File: config.mk
export PLATFORM = sky130hd
export DESIGN_NAME = dsi_lanes_ctrl_flat
export DESIGN_NICKNAME = d
export VERILOG_FILES = /design/src/rtl/dsi_lanes_ctrl_pkg.sv /design/src/rtl/dsi_lanes_ctrl_if.sv /design/src/rtl/dsi_lanes_ctrl_timer.sv /design/src/rtl/dsi_lanes_ctrl.sv /design/src/flat_wrapper.sv
export SDC_FILE = /design/constraint.sdc
export NUM_CORES = 1
export LEC_CHECK = 0
export CAP_MARGIN = 10
export CORE_MARGIN = 3
export CORE_UTILIZATION = 41
export DETAILED_ROUTE_END_ITERATION = 8
export HOLD_SLACK_MARGIN = 0.05
export PLACE_DENSITY_LB_ADDON = 0.1
export SLEW_MARGIN = 20
export SYNTH_ARGS = -nofsm -noshare
export SYNTH_HDL_FRONTEND = slang
export SYNTH_SLANG_ARGS = --single-unit
File: constraint.sdc
create_clock -name clk_sys -period 2.56 [get_ports clk_sys]
set_input_delay 0.256 -clock clk_sys [delete_from_list [all_inputs] [get_ports clk_sys]]
set_output_delay 0.256 -clock clk_sys [all_outputs]
set_load 0.03 [all_outputs]
File: src/rtl/dsi_lanes_ctrl_pkg.sv
// Shared types and default timing for the DSI lane sequencer.
package dsi_pkg;

  typedef enum logic [2:0] {
    IDLE,
    CLK_START,
    CLK_PRE,
    DATA_START,
    DATA_TX,
    DATA_FIN,
    CLK_POST,
    CLK_FIN
  } dsi_state_e;

  localparam int T_CLK_PRE_DEF  = 8;
  localparam int T_CLK_POST_DEF = 8;

endpackage

File: src/rtl/dsi_lanes_ctrl_if.sv
// Byte-striped beat stream from the packet assembler into the lane sequencer.
interface dsi_lanes_ctrl_if #(
  parameter int LANES = 4
);
  logic [8*LANES-1:0] in_data;
  logic               in_valid;
  logic               in_last;
  logic               in_ready;

  modport master (output in_data, in_valid, in_last, input in_ready);
  modport slave  (input in_data, in_valid, in_last, output in_ready);
endinterface

File: src/rtl/dsi_lanes_ctrl_timer.sv
// Loadable saturating down-counter; shared by the clk-pre and clk-post waits.
module dsi_timer #(
  parameter int CW = 8
) (
  input  logic          clk_sys,
  input  logic          rst_n,
  input  logic          load,
  input  logic [CW-1:0] load_val,
  output logic          zero
);
  logic [CW-1:0] cnt_reg;

  always_ff @(posedge clk_sys or negedge rst_n) begin
    if (!rst_n) begin
      cnt_reg <= '0;
    end else if (load) begin
      cnt_reg <= load_val;
    end else if (cnt_reg != '0) begin
      cnt_reg <= cnt_reg - 1'b1;
    end
  end

  assign zero = (cnt_reg == '0);
endmodule

File: src/rtl/dsi_lanes_ctrl.sv
// Sequences one HS clock lane and LANES data lanes through a single burst:
// clock up, data lanes up, stream beats, data lanes down, clock down.
module dsi_lanes_ctrl
  import dsi_pkg::*;
#(
  parameter int LANES      = 4,
  parameter int T_CLK_PRE  = T_CLK_PRE_DEF,
  parameter int T_CLK_POST = T_CLK_POST_DEF,
  parameter int CW         = 8
) (
  input  logic               clk_sys,
  input  logic               rst_n,
  dsi_lanes_ctrl_if.slave    in_s,
  output logic               clk_start_rqst,
  output logic               clk_fin_rqst,
  input  logic               clk_active,
  input  logic               clk_fin_ack,
  output logic [LANES-1:0]   lane_start_rqst,
  output logic [LANES-1:0]   lane_fin_rqst,
  output logic [8*LANES-1:0] lane_data,
  input  logic [LANES-1:0]   lane_data_rqst,
  input  logic [LANES-1:0]   lane_fin_ack,
  output logic               busy,
  output logic               underflow
);
  dsi_state_e         state_reg, state_next;
  logic               start_sent_reg;
  logic               last_sent_reg;
  logic [LANES-1:0]   done_reg;
  logic [8*LANES-1:0] lane_data_reg;
  logic               tmr_load, tmr_zero;
  logic [CW-1:0]      tmr_val;
  logic               ready_int, accept, all_done;

  assign ready_int   = (state_reg == DATA_TX) && (&lane_data_rqst);
  assign in_s.in_ready = ready_int;
  assign accept      = ready_int && in_s.in_valid;
  // An ack landing in the same cycle as the final missing bit still completes the set.
  assign all_done    = &(done_reg | lane_fin_ack);
  assign busy        = (state_reg != IDLE);
  assign lane_data   = lane_data_reg;

  dsi_timer #(.CW(CW)) u_timer (
    .clk_sys  (clk_sys),
    .rst_n    (rst_n),
    .load     (tmr_load),
    .load_val (tmr_val),
    .zero     (tmr_zero)
  );

  always_comb begin
    state_next      = state_reg;
    clk_start_rqst  = 1'b0;
    clk_fin_rqst    = 1'b0;
    lane_start_rqst = '0;
    lane_fin_rqst   = '0;
    underflow       = 1'b0;
    tmr_load        = 1'b0;
    tmr_val         = '0;
    case (state_reg)
      IDLE: if (in_s.in_valid) state_next = CLK_START;
      CLK_START: begin
        clk_start_rqst = !start_sent_reg;
        if (clk_active) begin
          tmr_load   = 1'b1;
          tmr_val    = CW'(T_CLK_PRE);
          state_next = CLK_PRE;
        end
      end
      CLK_PRE: if (tmr_zero) state_next = DATA_START;
      DATA_START: begin
        lane_start_rqst = '1;
        state_next      = DATA_TX;
      end
      DATA_TX: begin
        underflow = ready_int && !in_s.in_valid && !last_sent_reg;
        if (accept && in_s.in_last) state_next = DATA_FIN;
      end
      DATA_FIN: begin
        lane_fin_rqst = '1;
        if (all_done) begin
          tmr_load   = 1'b1;
          tmr_val    = CW'(T_CLK_POST);
          state_next = CLK_POST;
        end
      end
      CLK_POST: if (tmr_zero) state_next = CLK_FIN;
      CLK_FIN: begin
        clk_fin_rqst = 1'b1;
        if (clk_fin_ack) state_next = IDLE;
      end
      default: state_next = IDLE;
    endcase
  end

  always_ff @(posedge clk_sys or negedge rst_n) begin
    if (!rst_n) begin
      state_reg      <= IDLE;
      start_sent_reg <= 1'b0;
      last_sent_reg  <= 1'b0;
      lane_data_reg  <= '0;
    end else begin
      state_reg      <= state_next;
      start_sent_reg <= (state_reg == CLK_START);
      if (state_reg == IDLE) begin
        last_sent_reg <= 1'b0;
      end else if (accept && in_s.in_last) begin
        last_sent_reg <= 1'b1;
      end
      lane_data_reg  <= accept ? in_s.in_data : '0;
    end
  end

  for (genvar gi = 0; gi < LANES; gi++) begin : g_done
    always_ff @(posedge clk_sys or negedge rst_n) begin
      if (!rst_n) begin
        done_reg[gi] <= 1'b0;
      end else if (state_reg == DATA_FIN && !all_done) begin
        done_reg[gi] <= done_reg[gi] | lane_fin_ack[gi];
      end else begin
        done_reg[gi] <= 1'b0;
      end
    end
  end
endmodule
File: src/flat_wrapper.sv
// flat-port wrapper written by rule: the top's interface ports become plain ports
module dsi_lanes_ctrl_flat import dsi_pkg::*;
#(
  parameter int LANES      = 4,
  parameter int T_CLK_PRE  = T_CLK_PRE_DEF,
  parameter int T_CLK_POST = T_CLK_POST_DEF,
  parameter int CW         = 8
)
  (clk_sys, rst_n, clk_start_rqst, clk_fin_rqst, clk_active, clk_fin_ack, lane_start_rqst, lane_fin_rqst, lane_data, lane_data_rqst, lane_fin_ack, busy, underflow, in_s_in_data, in_s_in_valid, in_s_in_last, in_s_in_ready);
  dsi_lanes_ctrl_if #(.LANES(LANES)) in_s_i ();
  input  logic clk_sys;
  input  logic rst_n;
  output logic clk_start_rqst;
  output logic clk_fin_rqst;
  input  logic clk_active;
  input  logic clk_fin_ack;
  output logic [LANES-1:0] lane_start_rqst;
  output logic [LANES-1:0] lane_fin_rqst;
  output logic [8*LANES-1:0] lane_data;
  input  logic [LANES-1:0] lane_data_rqst;
  input  logic [LANES-1:0] lane_fin_ack;
  output logic busy;
  output logic underflow;
  input wire logic [$bits(in_s_i.in_data)-1:0] in_s_in_data;
  input wire logic [$bits(in_s_i.in_valid)-1:0] in_s_in_valid;
  input wire logic [$bits(in_s_i.in_last)-1:0] in_s_in_last;
  output wire logic [$bits(in_s_i.in_ready)-1:0] in_s_in_ready;
  assign in_s_i.in_data = in_s_in_data;
  assign in_s_i.in_valid = in_s_in_valid;
  assign in_s_i.in_last = in_s_in_last;
  assign in_s_in_ready = in_s_i.in_ready;
  dsi_lanes_ctrl #(.LANES(LANES), .T_CLK_PRE(T_CLK_PRE), .T_CLK_POST(T_CLK_POST), .CW(CW)) u_core (.clk_sys(clk_sys), .rst_n(rst_n), .in_s(in_s_i), .clk_start_rqst(clk_start_rqst), .clk_fin_rqst(clk_fin_rqst), .clk_active(clk_active), .clk_fin_ack(clk_fin_ack), .lane_start_rqst(lane_start_rqst), .lane_fin_rqst(lane_fin_rqst), .lane_data(lane_data), .lane_data_rqst(lane_data_rqst), .lane_fin_ack(lane_fin_ack), .busy(busy), .underflow(underflow));
endmodule
=== After elaboration in Yosys (flattened, before gate mapping) ===
Index checks and enable logic that the tools add are counted.

* Equality and inequality tests: 14
* Mux-type cells: 28
* Bitwise operators: 5
* Reduce and logical (&&, ||, !) cells: 19
* Add/subtract/negate cells: 1

{| class="wikitable"
|+ Operators by type and width
! kind !! count
|-
| 2-to-1 mux 32 bit || 1
|-
| case mux 3 bit (8 select lines) || 1
|-
| 2-to-1 mux 3 bit || 7
|-
| 2-to-1 mux 4 bit || 4
|-
| 2-to-1 mux 8 bit || 2
|-
| case mux 8 bit (2 select lines) || 1
|-
| equality test 3 bit, second input constant || 4
|-
| 2-to-1 mux 1 bit || 11
|-
| logical NOT 8 bit || 1
|-
| inequality test 2 bit, second input constant || 4
|-
| AND reduction 4 bit || 2
|-
| nonzero test 8 bit || 1
|-
| subtractor 8 x 1 -> 8 bit, second input constant || 1
|-
| AND reduction 7 bit || 1
|-
| equality test 3 x 2 -> 1 bit, second input constant || 2
|-
| logical AND 1 bit || 6
|-
| inequality test 2 x 1 -> 1 bit, second input constant || 3
|-
| logical NOT 1 bit || 4
|-
| bitwise OR 1 bit || 4
|-
| bitwise OR 4 bit || 1
|-
| nonzero test 2 bit || 2
|-
| equality test 3 x 1 -> 1 bit, second input constant || 1
|-
| logical NOT 3 bit || 1
|-
| nonzero test 3 bit || 1
|-
| case mux 1 bit (2 select lines) || 1
|}

* Bits in registers: 49
* Bits of input ports: 46
* Logic and storage cells: 76

=== Longest topological paths before layout ===
* Depth after elaboration: 6
* Mapped depth: 8
* Depth with buffers taken out: 7

=== Hierarchy ===
Synthesis repeated with hierarchy kept, for this count alone.

* Cell total of the unflattened synthesis: 182
* Area total of the unflattened synthesis: 2058.2 µm²

{| class="wikitable"
|+ By module, submodules not included
! module !! cells an instance !! area an instance (µm²) !! times used
|-
| dsi_lanes_ctrl || 128 || 1581.5 || 1
|-
| dsi_timer || 54 || 476.7 || 1
|}

=== Least setup slack after synthesis ===
OpenSTA, ideal clock, no wires.

* Path kind: flip-flop to flip-flop
* From: register u_core.state_reg[1]
* To: register u_core.state_reg[1]
* Arrival: 2075 ps
* Path slack: 359 ps
* Stages on the path, launching flop included: 8
* Buffers on the path: 0
* Cell sequence: dfrtp_1 inv_1 ha_1 inv_1 nor2_1 nand2_1 and4b_4 mux2_4

* Cells in the longest elaborated chain, start to end: 6
* Elaborated cells between the ends (all ways): 20

{| class="wikitable"
|+ Ends and longest elaborated chain
! what !! RTL line !! RTL
|-
| start, declared || dsi_lanes_ctrl.sv:26 || <nowiki>dsi_state_e state_reg, state_next;</nowiki>
|-
| start signal, assigned || dsi_lanes_ctrl.sv:103 || <nowiki>state_reg <= state_next;</nowiki>
|-
| equality test 3 bit || dsi_lanes_ctrl.sv:35, dsi_lanes_ctrl.sv:60 ||
|-
| logical AND 1 bit || dsi_lanes_ctrl.sv:35 || <nowiki>assign ready_int = (state_reg == DATA_TX) && (&lane_data_rqst);</nowiki>
|-
| logical AND 1 bit || dsi_lanes_ctrl.sv:37 || <nowiki>assign accept = ready_int && in_s.in_valid;</nowiki>
|-
| logical AND 1 bit || dsi_lanes_ctrl.sv:77 || <nowiki>if (accept && in_s.in_last) state_next = DATA_FIN;</nowiki>
|-
| inequality test 2 bit (no source line) || -- ||
|-
| AND reduction 7 bit (no source line) || -- ||
|}

Several ways; a longest one is shown, not always the timed one.
A chain may end at the register's enable or synchronous reset.

=== Final worst setup path ===
* From: register u_core.state_reg[1]
* To: output port lane_fin_rqst[1]

* Cells in the longest elaborated chain, start to end: 2

{| class="wikitable"
|+ Ends and longest elaborated chain
! what !! RTL line !! RTL
|-
| equality test 3 bit || dsi_lanes_ctrl.sv:60 || <nowiki>case (state_reg)</nowiki>
|-
| 2-to-1 mux 4 bit || dsi_lanes_ctrl.sv:60 ||
|-
| end, declared || flat_wrapper.sv:18 || <nowiki>output logic [LANES-1:0] lane_fin_rqst;</nowiki>
|}

Every way passes these cells.

==> results.cfg <==
[timing]
slew_headroom = 0.725
tightestPinTransition_ns = 0.412
fmax_mhz = 410
hold_viol = 0
setup_viol = 0
final_period_util = 0.952
post-route-worst-setup-slack_ns = 0.123
rsz0062_at_grt = no
final.setup_skew_ns = 0.00550
timing.final.crit_period_ns = 2.44
totalNegativeSetupSlack_ns = 0
final-max-slew-violation-count = 0

[clock_tree]
clock_buffers_created_by_tritoncts = 5
cts.clk_slew.worst_paths_ns = 0.08
cts.root.buffer_cell = clkbuf_8
clock_sinks = 49
max-clock-path-buffers = 2
worst_skew_pair.late_latency_ns = 0.29
cts.htree.levels = 2
cts_tree = yes

[layout]
antenna-diode-count = 0
area_growth_pct = 50.3
drive_gt1_frac = 0.0674
largest_register_ffs = 32
num-nets-final = 319
fillerInstances = 383

[synth]
synth_enable_flop_cells = 0
count_of_different_cell_masters_after_synthesis = 34
synth_compound_area_frac = 0.0406
post_synth_adder_cell_area = 0.0369
net_count_after_synthesis = 232
synth_sequential_area_ratio = 0.603
synth-xor-area-share = 0.0215
synth_async_sr_flop_share = 1.00
ys.flop_type = dfrtp_1
synth_simple_gate_area_frac = 0.221
synth_area_per_cell_um2 = 11.3
synth-warning-count = 0
synth_common_cells = dfrtp_1 (49), and3_1 (32), nor2_1 (23), clkbuf_1 (7), inv_1 (7)
synth.largest_area_cell = dfrtp_1
synth.top_cell.area_share = 0.603
ys_ff_latch = 49
yosys-top-cells-area = dfrtp_1 (60%), and3_1 (9.8%), nor2_1 (4.2%)
syn_inst = 180
synthMostInstantiatedCell = dfrtp_1
synth.area.mux_share = 0.0234
combinational_family_with_the_most_area_after_synthesis = simple AND/OR/NAND/NOR gates
synthesis.area_um2 = 2030

[worst_setup_path]
worstSetupStartpoint = u_core.state_reg[1]
critPathArrivalTime_ns = 2.18
cpMostUsedCell = inv_1
critPathMaxStageDelay_ns = 0.74
critical_path.cell_chain = inv_1 -> ha_1 -> inv_1 -> nor2_1 -> clkdlybuf4s50_1
path_max_fanout = 5
crit-reg2reg-launch = u_core.u_timer.cnt_reg[5]
cp.required_ns = 2.30
crit-reg2reg-capture = u_core.state_reg[1]
timing.critical_path.from_type = register
cp_slowest_cell = clkdlybuf4s50_1
rrSetupSlack_ns = 0.41
ff2ff_path_depth = 5
critPathKind = register to output pin
critical_path_capture_point_type = output pin

[global_route]
grt_antenna_before_repair = 0
number_of_global_route_vias_before_repair = 1558
total_routing_usage_gr = 0.163
globalRouteOverflowTotal = 0
busiest_layer = met2
gr-usage-met1 = 0.205
use_met2 = 0.259
grtUsageMet3 = 0.0768
grt_start_max_net_pins = 35
grt_first_pass_wirelength_um = 7750

[routing]
drt_pass1_iterations = 4
detailedRoute.firstIterationViolations = 88
vias_per_cell = 4.75
ant_nets = 0
postRouteWirelength_um = 4580
vias = 1577
detail_route.drc_violations = 0
routed_wire_length_per_instance_um = 13.8

[run_status]
status = complete, no violations

[place]
place_congestion = 0.806
dp_slack_ns = 0.362
dp_hpwl_um = 3400
place.port_buffers = 90

[worst_hold_path]
hold_path.class = primary input to asynchronous set/reset pin

[floorplan]
num_rows = 24
die_width_um = 76.4
core_area_um2 = 4560
die_ar_um2 = 5840
die_y_um = 76.4
floorplan.initialDensity = 0.445
io-pin-count = 91

[power]
power.static_leakage_nw = 1.53
power.density_nw_per_um2 = 781
vdd.ir_drop.worst_v = 0.000429

[run]
maxCapViolCount = 0
## layout by cell type (no fill, tap or decap), types with 4 or more instances in the layout
master / count
nor3_1: 4
clkdlybuf4s50_1: 85
buf_4: 4
and3_1: 32
nor2_1: 23
ha_1: 6
inv_1: 7
dfrtp_1: 49
clkbuf_8: 6
nand2_1: 6
## report_power, final
part	internal, mW	leakage (nW)	switching (mW)
Sequential	0.877	0.664	0.0977
Combinational	0.459	0.820	0.504
Clock	0.214	0.0433	0.236
Total	1.55	1.53	0.838
## kinds of logic after synthesis
logic type      after synthesis
simple gates                 83
fa+ha+maj                     6
flops                        49
mux                           4
buf+inv                      21
xor+xnor                      5
compound gates               12
## worst max-delay path by stage
stage                          endpoint  slack, ns  cells after the start
CTS                           underflow       0.04                      5
global route           lane_fin_rqst[1]      0.001                      5
finish                 lane_fin_rqst[1]       0.12                      5
floorplan           u_core.state_reg[1]       0.36                      7
detailed placement  u_core.state_reg[1]       0.36                      6
global placement    u_core.state_reg[1]       0.41                      6
## critical path: cells and delay by family (launching register included)
| kind | cells | cell delay (ns) |
|---|---|---|
| adders and majority gates | 1 | 0.24 |
| buffers and inverters | 3 | 0.96 |
| DFF | 1 | 0.43 |
| and+or+nand+nor | 1 | 0.27 |
## layout make-up
type | instances | area (um2) | share of cell area
Timing Repair Buffer | 94 | 933 | 0.305
Clock buffer | 6 | 82.6 | 0.0270
Clock inverter | 1 | 7.51 | 0.00246
Tap cell | 65 | 81.3 | 0.0266
Multi-Input combinational cell | 110 | 698 | 0.229
Inverter | 7 | 26.3 | 0.00860
Sequential cell | 49 | 1230 | 0.401
## through the flow
| step | cells | utilization | power, mW | hold WS [ns] | cell area, um2 |
|---|---|---|---|---|---|
| 6_report | 332 | 0.669 | 2.39 | 0.411 | 3060 |
| 2_1_floorplan | 180 | - | 1.67 | -0.0396 | 2030 |
| 4_1_cts | 332 | 0.668 | 2.41 | 0.415 | 3050 |
| 3_5_place_dp | 324 | 0.646 | 1.96 | 0.194 | 2950 |
| 3_3_place_gp | 324 | 0.646 | 1.93 | 0.195 | 2950 |
| 5_1_grt | 332 | 0.669 | 2.56 | 0.451 | 3060 |
## routing by layer
layer / share of wire / wire [um]
met3: 0.11 / 487
met2: 0.47 / 2140
met4: 0.0083 / 38
met1: 0.42 / 1910
met5: 0 / 0
## what timing repair did
item / in CTS / in global routing
buffers inserted: 0 / 0
gates resized for setup: 0 / 3
hold endpoints to repair: 16 / 0
setup endpoints to repair: 0 / 5
hold buffers: 1 / 0
(Power assumes the default switching activity.)
